<file path="src/rtl/fifo_param_sync.sv">
// Parametrised single-clock FIFO with explicit fill count, programmable thresholds,
// sticky overflow/underflow flags and selectable standard or first-word-fall-through reads.
module fifo_param_sync #(
  parameter int DATA_W       = 128,
  parameter int DEPTH        = 16,
  parameter int ALM_FULL_TH  = DEPTH - 2,
  parameter int ALM_EMPTY_TH = 2,
  parameter int FWFT         = 0
) (
  input  logic                       clk,
  input  logic                       reset,
  input  logic                       i_wren,
  input  logic [DATA_W-1:0]          i_wrdata,
  input  logic                       i_rden,
  input  logic                       i_clr_err,
  output logic [DATA_W-1:0]          o_rddata,
  output logic                       o_rdvalid,
  output logic                       o_full,
  output logic                       o_alm_full,
  output logic                       o_empty,
  output logic                       o_alm_empty,
  output logic [$clog2(DEPTH):0]     o_count,
  output logic                       o_overflow,
  output logic                       o_underflow
);

  localparam int AW = $clog2(DEPTH);
  localparam int CW = AW + 1;
  localparam logic [CW-1:0] DEPTH_C = CW'(DEPTH);
  localparam logic [CW-1:0] AF_TH_C = CW'(ALM_FULL_TH);
  localparam logic [CW-1:0] AE_TH_C = CW'(ALM_EMPTY_TH);

  if (DATA_W < 1 || DEPTH < 4 || (DEPTH & (DEPTH - 1)) != 0 ||
      ALM_FULL_TH < 1 || ALM_FULL_TH > DEPTH ||
      ALM_EMPTY_TH < 0 || ALM_EMPTY_TH > DEPTH - 1 ||
      (FWFT != 0 && FWFT != 1)) begin : g_param_err
    $error("fifo_param_sync: illegal parameter combination");
  end

  logic [DATA_W-1:0] mem [DEPTH];

  logic [AW-1:0]     wr_ptr_reg, wr_ptr_next;
  logic [AW-1:0]     rd_ptr_reg, rd_ptr_next;
  logic [CW-1:0]     count_reg, count_next;
  logic              full_reg, alm_full_reg, empty_reg, alm_empty_reg;
  logic              overflow_reg, overflow_next;
  logic              underflow_reg, underflow_next;
  logic [DATA_W-1:0] rddata_reg;
  logic              rdvalid_reg;
  logic              rd_acc, wr_acc;

  // A full FIFO still accepts a write when a read frees a slot on the same edge.
  always_comb begin
    rd_acc         = i_rden && !empty_reg;
    wr_acc         = i_wren && (!full_reg || rd_acc);
    wr_ptr_next    = wr_acc ? wr_ptr_reg + AW'(1) : wr_ptr_reg;
    rd_ptr_next    = rd_acc ? rd_ptr_reg + AW'(1) : rd_ptr_reg;
    count_next     = count_reg;
    case ({wr_acc, rd_acc})
      2'b10:   count_next = count_reg + CW'(1);
      2'b01:   count_next = count_reg - CW'(1);
      default: count_next = count_reg;
    endcase
    // An error event on the same edge as a clear leaves the flag set.
    overflow_next  = (i_wren && !wr_acc) ? 1'b1 : (i_clr_err ? 1'b0 : overflow_reg);
    underflow_next = (i_rden && empty_reg) ? 1'b1 : (i_clr_err ? 1'b0 : underflow_reg);
  end

  always_ff @(posedge clk) begin
    if (!reset) begin
      wr_ptr_reg    <= '0;
      rd_ptr_reg    <= '0;
      count_reg     <= '0;
      full_reg      <= 1'b0;
      alm_full_reg  <= 1'b0;
      empty_reg     <= 1'b1;
      alm_empty_reg <= 1'b1;
      overflow_reg  <= 1'b0;
      underflow_reg <= 1'b0;
    end else begin
      wr_ptr_reg    <= wr_ptr_next;
      rd_ptr_reg    <= rd_ptr_next;
      count_reg     <= count_next;
      full_reg      <= (count_next == DEPTH_C);
      alm_full_reg  <= (count_next >= AF_TH_C);
      empty_reg     <= (count_next == '0);
      alm_empty_reg <= (count_next <= AE_TH_C);
      overflow_reg  <= overflow_next;
      underflow_reg <= underflow_next;
    end
  end

  always_ff @(posedge clk) begin
    if (wr_acc) mem[wr_ptr_reg] <= i_wrdata;
  end

  if (FWFT != 0) begin : g_fwft
    // Prefetch the post-edge head; forward write data when that slot is written now.
    always_ff @(posedge clk) begin
      if (!reset) begin
        rddata_reg  <= '0;
        rdvalid_reg <= 1'b0;
      end else begin
        rdvalid_reg <= (count_next != '0);
        if (wr_acc && (wr_ptr_reg == rd_ptr_next)) rddata_reg <= i_wrdata;
        else                                        rddata_reg <= mem[rd_ptr_next];
      end
    end
  end else begin : g_std
    always_ff @(posedge clk) begin
      if (!reset) begin
        rddata_reg  <= '0;
        rdvalid_reg <= 1'b0;
      end else begin
        rdvalid_reg <= rd_acc;
        if (rd_acc) rddata_reg <= mem[rd_ptr_reg];
      end
    end
  end

  assign o_rddata    = rddata_reg;
  assign o_rdvalid   = rdvalid_reg;
  assign o_full      = full_reg;
  assign o_alm_full  = alm_full_reg;
  assign o_empty     = empty_reg;
  assign o_alm_empty = alm_empty_reg;
  assign o_count     = count_reg;
  assign o_overflow  = overflow_reg;
  assign o_underflow = underflow_reg;

endmodule

</file>
<file path="config.mk">
export PLATFORM = sky130hd
export DESIGN_NAME = fifo_param_sync
export DESIGN_NICKNAME = d
export VERILOG_FILES = /design/src/rtl/fifo_param_sync.sv
export SDC_FILE = /design/constraint.sdc
export NUM_CORES = 2
export LEC_CHECK = 0
export CAP_MARGIN = 5
export CORE_ASPECT_RATIO = 1.4
export CORE_MARGIN = 3
export CORE_UTILIZATION = 45
export DETAILED_ROUTE_END_ITERATION = 10
export SLEW_MARGIN = 20
export SYNTH_ARGS = -nofsm -noshare
export SYNTH_HDL_FRONTEND = slang
export SYNTH_SLANG_ARGS = --single-unit
</file>
<file path="constraint.sdc">
create_clock -name clk -period 14.8 [get_ports clk]
set_clock_uncertainty 0.2 [all_clocks]
set_input_delay 3.7 -clock clk [delete_from_list [all_inputs] [get_ports clk]]
set_output_delay 3.7 -clock clk [all_outputs]
set_load 0.02 [all_outputs]
</file>
Word-level counts from Yosys, hierarchy flattened --
Memories as Yosys holds them, arrays and structs flattened. A register that Yosys moved wholly into a read port is not among the register bits. Index checks and enable logic that the tools add are counted.
Cells by class: multiplexer cells 6, $add $sub $neg 4, magnitude comparators 2, equality and inequality tests 3, reduce and logical (&&, ||, !) cells 12
Operators with widths (count):
- $pmux W5 S2 | 1
- $add A4 B1 Y4 const B | 2
- $add A5 B1 Y5 const B | 1
- $eq A5 B5 Y1 const B | 1
- $ge A5 B4 Y1 const B | 1
- $le A5 B2 Y1 const B | 1
- $logic_not A5 Y1 | 1
- $mux W1 | 5
- $sub A5 B1 Y5 const B | 1
- $logic_and A1 B1 Y1 | 4
- $logic_not A1 Y1 | 4
- $reduce_bool A2 Y1 | 2
- $eq A2 B1 Y1 const B | 1
- $eq A2 B2 Y1 const B | 1
- $logic_or A1 B1 Y1 | 1
Word-level totals: memory bits (writable) 2048, input bits 133, register bits 20, word-level logic and storage cells 38, memories kept 1
Memory list:
- mem | words 16, width 128, rd ports 1, clocked after Yosys merged registers in 1, write ports 1, RTL line 40 | logic [DATA_W-1:0] mem [DEPTH];

Longest topological paths before layout --
word-level depth 7, mapped depth 13, depth with buffers taken out 11

Worst setup path before layout --
OpenSTA, ideal clock, no wires.
kind in2reg, from input port i_rden, to memory mem[3][0], enable pin, cell stages on the path 5, data required time 13828 ps, library setup time 772 ps, setup slack 752 ps, data arrival time 13076 ps, cell sequence nand2b_1 buf_2 a21boi_2 nand2_1 nor3_1
Between the ends: cells in the longest elaborated chain, start to end 5
Ends and longest elaborated chain:
- from (decl) | RTL line 14 | input logic i_rden,
- $logic_and A1 B1 Y1 | RTL line 54 | rd_acc = i_rden && !empty_reg;
- $logic_or A1 B1 Y1 | RTL line 55 | wr_acc = i_wren && (!full_reg || rd_acc);
- $logic_and A1 B1 Y1 | RTL line 55
- $mux W1 | RTL line 94 | if (wr_acc) mem[wr_ptr_reg] <= i_wrdata;
- $mux W1 (implied by the code) | RTL line 94
- to (decl) | RTL line 40
No other way between the ends.

Worst setup path in the final report --
from input port i_rden, to memory mem[8][65], enable pin
Same word-level chain as after synthesis.

==> flow_summary.ini <==
[layout]
final_nets = 4191
nFillCells = 14182
final_common_cell = edfxtp_1
largest_reg_flops = 2048
drive_gt1_frac = 0.211
layout_common_cells = edfxtp_1 (2,048), mux4_2 (502), clkdlybuf4s50_1 (272)
area_growth_pct = 14.8
regMostFlops = mem

[cts]
cts_setup_buffers = 0
cts_max_path_buffers = 3
path_clk_slew_ns = 0.06
cts_buffers = 201
cts_hold_buf = 0
cts-root-buf = clkbuf_16
clkSinkCount = 2196
htreeDepth = 4
clk_latency_ns = 0.85
cts_tree = done
cts_resized = 0

[placement]
io_buffers = 272
place_ws_ns = 6.88
place_congestion = 0.731
hpwl_um = 103000

[sta]
hold_viol = 0
setup_violations = 0
post-route-min-period_ns = 7.03
maxSlewViolCount = 0
setup_tns_ns = 0
finalCritPeriodShare = 0.475
fin_ws_ns = 7.77
tightestPinTransition_ns = 1.14
rsz0062_at_grt = false
relSlewSlack = 0.237
fmax_mhz = 142

[worst_setup_path]
crit_start = i_rden
path_cells = clkdlybuf4s50_1, nand2b_1, buf_4, a21boi_2, buf_4, nand2_1, nor2_4, buf_4, buf_4
cp_max_fo = 39
crit_type = in2reg
critPathMaxStageDelay_ns = 0.76
reg2reg_depth = 9
timing.rr.start = rd_ptr_reg[0]
crit_path_start_kind = primary input
slowest_stage = nor2_4
cp.arrival_ns = 7.26
cp-end-kind = flip-flop
cpMostUsedCell = buf_4
required_ns = 15.03
r2r_slack_ns = 9.92
reg2reg_to = o_rddata[26]

[synthesis]
synth_area_sq_um = 82300
synth.area.top_cells = edfxtp_1 (75%), mux4_2 (14%), dfxtp_1 (3.6%), mux2i_1 (3.2%), a21oi_1 (0.78%)
syn_nets = 3833
synth_top_area_frac = 0.747
synthArstFlopShare = 0
synth_warnings = 0
ys_types = 53
synth_edf_count = 2048
synth-seq-cells = 2196
synth_area_leader_cell = edfxtp_1
synth_cells = 3692
ys_seq_area_frac = 0.783
synth.avg_cell_area_sq_um = 22.3
synthFlopType = edfxtp_1

[route]
drt_iter0_markers = 3127
routed_via_density = 5.65
wirelength_um = 186000
drc_errors = 0
wl_per_cell_um = 27.9
routed-via-count = 37678
antenna_left = 0
drt_pre_antenna_iters = 5

[power_and_ir_drop]
leakage_nw = 28.3
p_sw_w = 0.00328
p_per_area_nw_per_um2 = 147
swShare = 0.236
ir_drop_mv = 0.136
p_seq_frac = 0.508
p_clk_frac = 0.372
internal_power_w = 0.0106
combPwrFrac = 0.121

[die]
rows = 185
ios = 273
fp.dieH_um = 512
core_area_sq_um = 182000
initial_utilization = 0.453
die_area_sq_um = 188000
die-width_um = 367

[status]
status = complete, no violations

[global_route]
grt_pass1_wl_um = 276000
gr-usage-all-layers = 0.199
antenna_found_initial = 25
grt_pass1_vias = 40147
grt_overflow_total = 0
grt_max_degree = 139

[worst_hold_path]
hp-class = reg2reg
holdPathStages = 2
hold_start = o_rddata[69]
min_to = o_rddata[69]

[run]
max_cap_violations = 0
==> synth_stat cells, types with 2 or more instances <==
| cell | count |
|---|---|
| buf_6 | 28 |
| ha_1 | 8 |
| o31ai_1 | 6 |
| edfxtp_1 | 2048 |
| and3_1 | 2 |
| xnor2_1 | 8 |
| nor2b_1 | 8 |
| a21boi_0 | 5 |
| buf_1 | 18 |
| xor2_1 | 3 |
| buf_2 | 101 |
| nand3_1 | 2 |
| inv_1 | 6 |
| nand4_1 | 2 |
| o21ai_1 | 123 |
| buf_4 | 16 |
| a21oi_1 | 129 |
| nor2_1 | 145 |
| o21ai_0 | 5 |
| dfxtp_1 | 148 |
| and2_1 | 9 |
| nor3_1 | 9 |
| mux2i_1 | 267 |
| or3_1 | 2 |
| o22ai_1 | 5 |
| a2111oi_0 | 4 |
| mux4_2 | 502 |
| nand2b_1 | 7 |
| clkbuf_1 | 33 |
| nand2_1 | 15 |
| o32ai_1 | 6 |
==> cell families (layout without fill, tap and decap cells) <==
kind of cell / count (synthesis) / after routing / synth area share
compound gates: 297 / 297 / 0.0196
xor+xnor: 12 / 12 / 0.00146
fa+ha+maj: 8 / 8 / 0.00122
buf+inv: 204 / 739 / 0.0141
flops: 2196 / 2196 / 0.783
mux: 770 / 770 / 0.170
other cells: 0 / 15 / 0
simple gates: 205 / 205 / 0.0106
==> worst max-delay path: cells and delay by family <==
family,cells,cell delay (ns)
AOI/OAI and AO/OA,1,0.17
and+or+nand+nor,3,1.06
buffers and inverters,5,2.23
==> worst max-delay path by stage <==
stage | end | slack (ns) | cells after the start
global route | mem[8][65] | 7.66 | 9
finish | mem[8][65] | 7.77 | 9
CTS | mem[8][65] | 7.78 | 9
global placement | mem[8][90] | 6.90 | 9
floorplan | mem[3][0] | 0.75 | 5
detailed placement | mem[8][102] | 6.88 | 9
==> power by group through the flow <==
| stage | clock network (W) | logic [W] | registers, W |
|---|---|---|---|
| 2_1_floorplan | 0 | 0.00112 | 0.00724 |
| 3_3_place_gp | 0 | 0.00171 | 0.00720 |
| 3_5_place_dp | 0 | 0.00171 | 0.00720 |
| 4_1_cts | 0.00529 | 0.00172 | 0.00707 |
| 5_1_grt | 0.00554 | 0.00182 | 0.00708 |
| 6_report | 0.00517 | 0.00168 | 0.00707 |
==> final cells by class <==
type	count	area [sq um]	area share
sequential	2196	64500	0.682
multi-input combinational	1292	16800	0.178
clock buffer	291	5590	0.0591
timing repair buffer	352	3460	0.0366
tap	2431	3040	0.0322
clock inverter	89	1090	0.0115
antenna	15	37.5	0.000397
inverter	7	26.3	0.000278
==> through the flow <==
step           std cells  utilization  instance area (sq um)  power (W)  hold slack [ns]
4_1_cts             6656        0.520                  94400     0.0141            0.286
3_3_place_gp        6275        0.483                  87700    0.00891            0.266
3_5_place_dp        6276        0.483                  87800    0.00892            0.273
6_report            6673        0.520                  94500     0.0139            0.280
5_1_grt             6661        0.520                  94500     0.0144            0.308
2_1_floorplan       3692            -                  82300    0.00835            0.370
==> routing by layer <==
metal	routed length (um)	part of all wire	GRT usage	vias to the layer above
met5	145	0.00078	0	-
met4	4000	0.021	0.0529	22
met3	11100	0.059	0.0411	249
met2	94700	0.51	0.338	1005
met1	76500	0.41	0.264	20283
li1	-	-	-	16119
Note: power is estimated with default switching activity, not from simulation.
